## src/rtl/hd_query_sequencer.sv

```systemverilog
`default_nettype none
// ============================================================================
// Module   : hd_query_sequencer
// Brief    : Byte-stream query front end and control sequencer for the
//            hyperdimensional language classifier core. Optional scoring
//            against a per-text label is enabled by defining HD_SCORE_EN.
// Revision : 1.0 - initial release
// ============================================================================
module hd_query_sequencer #(
    parameter int N              = 10000,
    parameter int MAXLETTERS     = 27,
    parameter int NUMLANG        = 22,
    parameter int DIMS_PER_CYCLE = 1,
    parameter int DRAIN_CYCLES   = 2,
    parameter int WAIT_TIMEOUT   = 1024,
    parameter int CNT_W          = 16,
    localparam int LW            = $clog2(MAXLETTERS),
    localparam int IW            = $clog2(N),
    localparam int CW            = $clog2(NUMLANG)
) (
    input  logic             clk,
    input  logic             rst,
    input  logic             char_valid,
    input  logic [7:0]       char_data,
    input  logic             char_last,
    input  logic [CW-1:0]    label_in,
    output logic             char_ready,
    output logic             letterReady,
    output logic [LW-1:0]    inputLetter,
    output logic             textDone,
    output logic             rst_RI,
    output logic             computeAngle,
    output logic [IW-1:0]    index,
    output logic             argmax,
    input  logic             done,
    input  logic [CW-1:0]    bestMatchID,
    output logic             res_valid,
    output logic [CW-1:0]    res_id,
    output logic             res_match,
    output logic             res_timeout,
    output logic [CNT_W-1:0] unknown_cnt,
    output logic [CNT_W-1:0] test_cnt,
    output logic [CNT_W-1:0] correct_cnt
);

    localparam int TMAX = (WAIT_TIMEOUT > DRAIN_CYCLES) ? WAIT_TIMEOUT : DRAIN_CYCLES;
    localparam int TW   = $clog2(TMAX + 1);

    typedef enum logic [2:0] {
        S_IDLE    = 3'd0,
        S_LETTER  = 3'd1,
        S_TXTDONE = 3'd2,
        S_START   = 3'd3,
        S_COUNT   = 3'd4,
        S_DRAIN   = 3'd5,
        S_WAIT    = 3'd6,
        S_RESULT  = 3'd7
    } state_t;

    state_t            state_q, state_d;
    logic              letter_ready_q, letter_ready_d;
    logic [LW-1:0]     input_letter_q, input_letter_d;
    logic [IW-1:0]     index_q, index_d;
    logic [TW-1:0]     tmr_q, tmr_d;
    logic [CW-1:0]     res_id_q, res_id_d;
    logic              res_match_q, res_match_d;
    logic              res_timeout_q, res_timeout_d;
    logic [CNT_W-1:0]  unknown_q, unknown_d;
    logic [CNT_W-1:0]  test_q, test_d;
    logic [CNT_W-1:0]  correct_q, correct_d;

    logic              accept;
    logic              is_space;
    logic              is_lower;
    logic              label_hit;

    function automatic logic [CNT_W-1:0] sat_inc(input logic [CNT_W-1:0] v);
        return (&v) ? v : v + 1'b1;
    endfunction

    // Reset gates the handshake so no byte is offered acceptance while held.
    assign char_ready = rst && ((state_q == S_IDLE) || (state_q == S_LETTER));
    assign accept     = char_valid && char_ready;
    assign is_space   = (char_data == 8'h20);
    assign is_lower   = (char_data >= 8'h61) && (char_data <= 8'h7a);

`ifdef HD_SCORE_EN
    logic [CW-1:0] label_q, label_d;

    always_comb begin
        label_d = label_q;
        if (accept && char_last) begin
            label_d = label_in;
        end
    end

    always_ff @(posedge clk) begin
        if (!rst) begin
            label_q <= '0;
        end else begin
            label_q <= label_d;
        end
    end

    assign label_hit = (label_q == bestMatchID);
`else
    logic unused_label;
    assign unused_label = ^label_in;
    assign label_hit    = 1'b0;
`endif

    always_comb begin
        state_d        = state_q;
        letter_ready_d = 1'b0;
        input_letter_d = input_letter_q;
        index_d        = index_q;
        tmr_d          = tmr_q;
        res_id_d       = res_id_q;
        res_match_d    = res_match_q;
        res_timeout_d  = res_timeout_q;
        unknown_d      = unknown_q;
        test_d         = test_q;
        correct_d      = correct_q;

        case (state_q)
            S_IDLE, S_LETTER: begin
                if (accept) begin
                    if (is_space) begin
                        letter_ready_d = 1'b1;
                        input_letter_d = LW'(MAXLETTERS - 1);
                    end else if (is_lower) begin
                        letter_ready_d = 1'b1;
                        input_letter_d = LW'(char_data - 8'h61);
                    end else begin
                        unknown_d = sat_inc(unknown_q);
                    end
                    state_d = char_last ? S_TXTDONE : S_LETTER;
                end
            end
            S_TXTDONE: begin
                index_d = '0;
                state_d = S_START;
            end
            S_START: begin
                index_d = '0;
                state_d = S_COUNT;
            end
            S_COUNT: begin
                if (index_q == IW'(N - DIMS_PER_CYCLE)) begin
                    index_d = '0;
                    tmr_d   = '0;
                    state_d = S_DRAIN;
                end else begin
                    index_d = index_q + IW'(DIMS_PER_CYCLE);
                end
            end
            S_DRAIN: begin
                if (tmr_q == TW'(DRAIN_CYCLES - 1)) begin
                    tmr_d   = '0;
                    state_d = S_WAIT;
                end else begin
                    tmr_d = tmr_q + 1'b1;
                end
            end
            S_WAIT: begin
                // Result flags and statistics update on entry to RESULT so they
                // are already visible alongside the res_valid strobe.
                if (done) begin
                    res_id_d      = bestMatchID;
                    res_timeout_d = 1'b0;
                    res_match_d   = label_hit;
                    test_d        = sat_inc(test_q);
                    if (label_hit) begin
                        correct_d = sat_inc(correct_q);
                    end
                    state_d = S_RESULT;
                end else if (tmr_q == TW'(WAIT_TIMEOUT - 1)) begin
                    res_timeout_d = 1'b1;
                    res_match_d   = 1'b0;
                    test_d        = sat_inc(test_q);
                    state_d       = S_RESULT;
                end else begin
                    tmr_d = tmr_q + 1'b1;
                end
            end
            S_RESULT: begin
                tmr_d   = '0;
                state_d = S_IDLE;
            end
            default: begin
                state_d = S_IDLE;
            end
        endcase
    end

    always_ff @(posedge clk) begin
        if (!rst) begin
            state_q        <= S_IDLE;
            letter_ready_q <= 1'b0;
            input_letter_q <= '0;
            index_q        <= '0;
            tmr_q          <= '0;
            res_id_q       <= '0;
            res_match_q    <= 1'b0;
            res_timeout_q  <= 1'b0;
            unknown_q      <= '0;
            test_q         <= '0;
            correct_q      <= '0;
        end else begin
            state_q        <= state_d;
            letter_ready_q <= letter_ready_d;
            input_letter_q <= input_letter_d;
            index_q        <= index_d;
            tmr_q          <= tmr_d;
            res_id_q       <= res_id_d;
            res_match_q    <= res_match_d;
            res_timeout_q  <= res_timeout_d;
            unknown_q      <= unknown_d;
            test_q         <= test_d;
            correct_q      <= correct_d;
        end
    end

    assign letterReady  = letter_ready_q;
    assign inputLetter  = input_letter_q;
    assign textDone     = (state_q == S_TXTDONE);
    assign rst_RI       = (state_q != S_IDLE);
    assign computeAngle = (state_q == S_START);
    assign index        = index_q;
    assign argmax       = (state_q == S_DRAIN) && (tmr_q == '0);
    assign res_valid    = (state_q == S_RESULT);
    assign res_id       = res_id_q;
    assign res_match    = res_match_q;
    assign res_timeout  = res_timeout_q;
    assign unknown_cnt  = unknown_q;
    assign test_cnt     = test_q;
    assign correct_cnt  = correct_q;

endmodule
`default_nettype wire

```

## config.mk

```make
export PLATFORM = sky130hd
export DESIGN_NAME = hd_query_sequencer
export DESIGN_NICKNAME = d
export VERILOG_FILES = /design/src/rtl/hd_query_sequencer.sv
export SDC_FILE = /design/constraint.sdc
export NUM_CORES = 1
export LEC_CHECK = 0
export ABC_CLOCK_PERIOD_IN_PS = 2350
export CAP_MARGIN = 25
export CORE_MARGIN = 1
export CORE_UTILIZATION = 44
export CTS_CLUSTER_DIAMETER = 200
export DETAILED_ROUTE_END_ITERATION = 12
export HOLD_SLACK_MARGIN = 0.06
export PLACE_DENSITY = 0.85
export SETUP_SLACK_MARGIN = 0.4
export SYNTH_ARGS = -nofsm -noshare
export SYNTH_HDL_FRONTEND = slang
export SYNTH_SLANG_ARGS = --single-unit
```

## constraint.sdc

```tcl
create_clock -name clk -period 2.35 [get_ports clk]
set_input_delay 0.235 -clock clk [delete_from_list [all_inputs] [get_ports clk]]
set_output_delay 0.235 -clock clk [all_outputs]
set_load 0.01 [all_outputs]
```

==> results.rst <==
.. list-table::
   :header-rows: 1

   * - Metric
     - Value
   * - Async set or reset register ratio after synthesis
     - 0%
   * - Number of antenna violations at the first check in global routing
     - 0
   * - Detailed-route wire length per cell
     - 18.8 µm
   * - Power Density
     - 460 mW/mm²
   * - Most used flip-flop cell after synthesis
     - dfxtp_1
   * - Layout Cells excl Fill
     - 726
   * - LEAKAGE
     - 2.15 nW
   * - Arrival @ worst endpoint
     - 2.71 ns
   * - Worst-margin pin slew
     - 0.543 ns
   * - CP top delay family
     - simple AND/OR/NAND/NOR gates
   * - Via count
     - 4484
   * - CP max stage cell
     - or4b_4
   * - Number of failing setup endpoints in the final timing report
     - 6
   * - Global-route wire length before repair
     - 18900 µm
   * - Synth area leader
     - dfxtp_1
   * - Met2 global-route usage
     - 47.6%
   * - Req. time, crit path
     - 2.64 ns
   * - Crit path capture type
     - register
   * - Final net count
     - 648
   * - Total CTS buffers
     - 9
   * - Die area
     - 0.00923 mm²
   * - Stages on the worst setup path
     - 5
   * - Sequential cell area
     - 0.00148 mm²
   * - Placeable core area
     - 0.00838 mm²
   * - Period utilisation layout
     - 103%
   * - Share of the core filled with cells
     - 73.4%
   * - Global-route usage over all layers
     - 26.3%
   * - Die Span X
     - 96.1 µm
   * - Post-synthesis register bit count
     - 72
   * - Final setup TNS
     - -0.172 ns
   * - FP Rows
     - 33
   * - Worst setup SP type
     - register
   * - Clk_lat worst skew
     - 0.37 ns
   * - Reg2Reg Setup Slack
     - -0.07 ns
   * - Final WS setup
     - -0.0747 ns
   * - Cells after DPL
     - 680
   * - Post-synthesis cell type count
     - 62
   * - Post-DR vias/cell
     - 6.18
   * - Worst max-slew margin expressed relative to the limit
     - 63.7%
   * - Post-synth EDFFs
     - 0
   * - Ranking of synthesized cells by area
     - dfxtp_1, nand2_1, nor2_1
   * - Peak supply drop
     - 0.000399 V
   * - Share of post-route cells with drive strength above 1
     - 32.0%
   * - RD Place Congestion
     - 0.945
   * - Critical path cell sequence
     - or4b_4 -> o41a_1 -> or3_4 -> or4_4 -> a21oi_2
   * - Filler cells
     - 572
   * - Clock input transition at the sequential cells of the worst setup and hold paths
     - 0.08 ns
   * - Final Routed Wirelength
     - 13700 µm
   * - First-iteration detailed-routing DRC count
     - 268
   * - Area share of the leading cell type in the synthesized netlist
     - 37.0%
   * - Min-Delay Path Class
     - in2reg
   * - Number of H-tree branching levels
     - 3
   * - Met3 Use GR
     - 6.71%
   * - I/O pin count
     - 104
   * - Met1 track demand over resource in global routing
     - 28.6%
   * - Starting utilization of the core area
     - 46.4%
   * - RSZ-0062 raised after global routing
     - true
   * - Max incr delay on CP
     - 0.57 ns
   * - Critical-path maximum fanout
     - 6
   * - Sum of buffers and inverters on the critical path
     - 0
   * - Area used by multi-input combinational logic
     - 0.00285 mm²
   * - Count of input and output buffers
     - 81
   * - Post-Synthesis Mean Instance Area
     - 8.19 µm²
   * - Maximum buffer depth of the clock tree
     - 2
   * - Final max-slew violation count
     - 0
   * - DRC violation count after routing
     - 0
   * - Initial DRT Pass Iterations
     - 5
   * - Max-capacitance violation count
     - 0
   * - Hold Vio Cnt, Final
     - 0
   * - F_max
     - 412 MHz
   * - Clock root cell
     - clkbuf_8
   * - Number of cells traversed by the worst register-to-register path
     - 5
   * - Clock Skews
     - 0.0196 ns
   * - Failing checks
     - negative setup slack
   * - Sequential fraction of the synthesis area
     - 37.0%
   * - Via count of the first global-routing pass
     - 4153
   * - Cell area after synthesis
     - 0.00389 mm²
   * - Global-route layer with the greatest usage
     - met2
   * - Count of yosys warnings during synthesis
     - 0
   * - Maximum number of pins on one net before global-route repair
     - 42
   * - Worst slack at placement
     - -0.243 ns
   * - Clock sink count
     - 72
   * - Status
     - finished, violations left
   * - Post-DP HPWL
     - 7450 µm
   * - Worst Path Class, Setup
     - reg2reg
   * - Diode insertion count for antenna repair
     - 0
   * - Post-CTS Hold Buffers
     - 0
   * - Hold Path Stages
     - 3
   * - Min Tclk post-route
     - 2.42 ns
   * - Post-DRT Antenna Nets
     - 0
   * - Total grt overflow
     - 0
   * - Cells after Synth
     - 475
   * - P&R area growth vs syn
     - 58.1%
   * - TritonCTS clock tree
     - yes
   * - Die height
     - 96.1 µm
==> cells in the mapped netlist, drive strengths merged (4+ instances only) <==
library cell	n
nand3	19
and4	5
mux2i	10
nor2	43
or3	16
ha	9
nor3b	5
buf	23
clkbuf	18
o31ai	13
a21oi	31
nand2b	10
xor2	5
nor3	11
nand4	15
or4	14
xnor2	9
o41ai	4
o221a	5
nor4	9
o21ai	14
inv	11
nand2	50
dfxtp	72
==> report_power, final <==
part / internal (mW) / switching [mW]
clock: 0.816 / 0.495
sequential: 1.22 / 0.00946
combinational: 0.119 / 0.167
total: 2.16 / 0.672
==> state kept, by name, indices dropped and copies added (netlist names) <==
register and flops:
index 14, inputLetter 5, letterReady 1, res_id 5
res_timeout 1, state_q 3, test_cnt 16, tmr_q 11
unknown_cnt 16
==> kinds of logic after synthesis <==
group | Yosys count | share of synthesized area [%]
and+or+nand+nor | 219 | 30.1
AOI/OAI and AO/OA | 95 | 16.6
DFF | 72 | 37.0
buffers and inverters | 53 | 6.97
xor gates and xnor gates | 14 | 3.15
muxes | 12 | 3.15
adders and majority gates | 9 | 2.89
other | 1 | 0.0963
==> per-stage QoR <==
stage	hold slack, ns	cell area [µm²]	total power [mW]
detailed placement	0.456	5060	1.48
global route	0.399	6150	2.89
finish	0.377	6150	2.83
floorplan	0.371	4030	1.40
CTS	0.362	5740	2.78
global placement	0.444	5060	1.47
==> worst paths after layout <==
kind,start,end
worst max-delay path,index[5],tmr_q[9]
worst max register to register,index[5],tmr_q[9]
worst min-delay path,char_data[4],inputLetter[4]
worst min register to register,res_id[1],res_id[1]
==> placed cells by master (no fill, tap or decap), types with 9 or more instances in the layout <==
| cell | instances |
|---|---|
| nand2_1 | 46 |
| buf_6 | 11 |
| nand2b_1 | 10 |
| nand4_1 | 15 |
| conb_1 | 17 |
| mux2i_1 | 10 |
| o21ai_0 | 13 |
| dfxtp_2 | 18 |
| nor2_1 | 33 |
| buf_4 | 53 |
| clkbuf_8 | 9 |
| nand3_1 | 17 |
| or3_1 | 13 |
| clkdlybuf4s50_1 | 71 |
| a21oi_1 | 25 |
| inv_1 | 9 |
| dfxtp_1 | 51 |
==> what timing repair did <==
action | 4_1_cts | 5_1_grt
pin swaps | 25 | 37
setup endpoints to repair | 70 | 65
buffers inserted | 12 | 12
cloned | 5 | 1
gates resized for setup | 75 | 79
==> routing by layer <==
layer  vias to the layer above  wire length (µm)
met2                       278              7000
met3                        75              1070
li1                       2005                 -
met4                         0               620
met5                         -                 0
met1                      2126              4960
==> final cells by class <==
type | instances | area share [%]
clock buffer | 11 | 2.14
clock inverter | 5 | 2.09
inverter | 12 | 0.732
multi-input combinational | 372 | 46.3
sequential | 72 | 24.0
tap | 105 | 2.14
timing repair buffer | 149 | 22.6
==> tightest hold or removal path, stage by stage <==
cell and delay (ns):
dlygate4sd2_1 0.28, o21ai_0 0.09, a311oi_1 0.08
(Power assumes the default switching activity.)
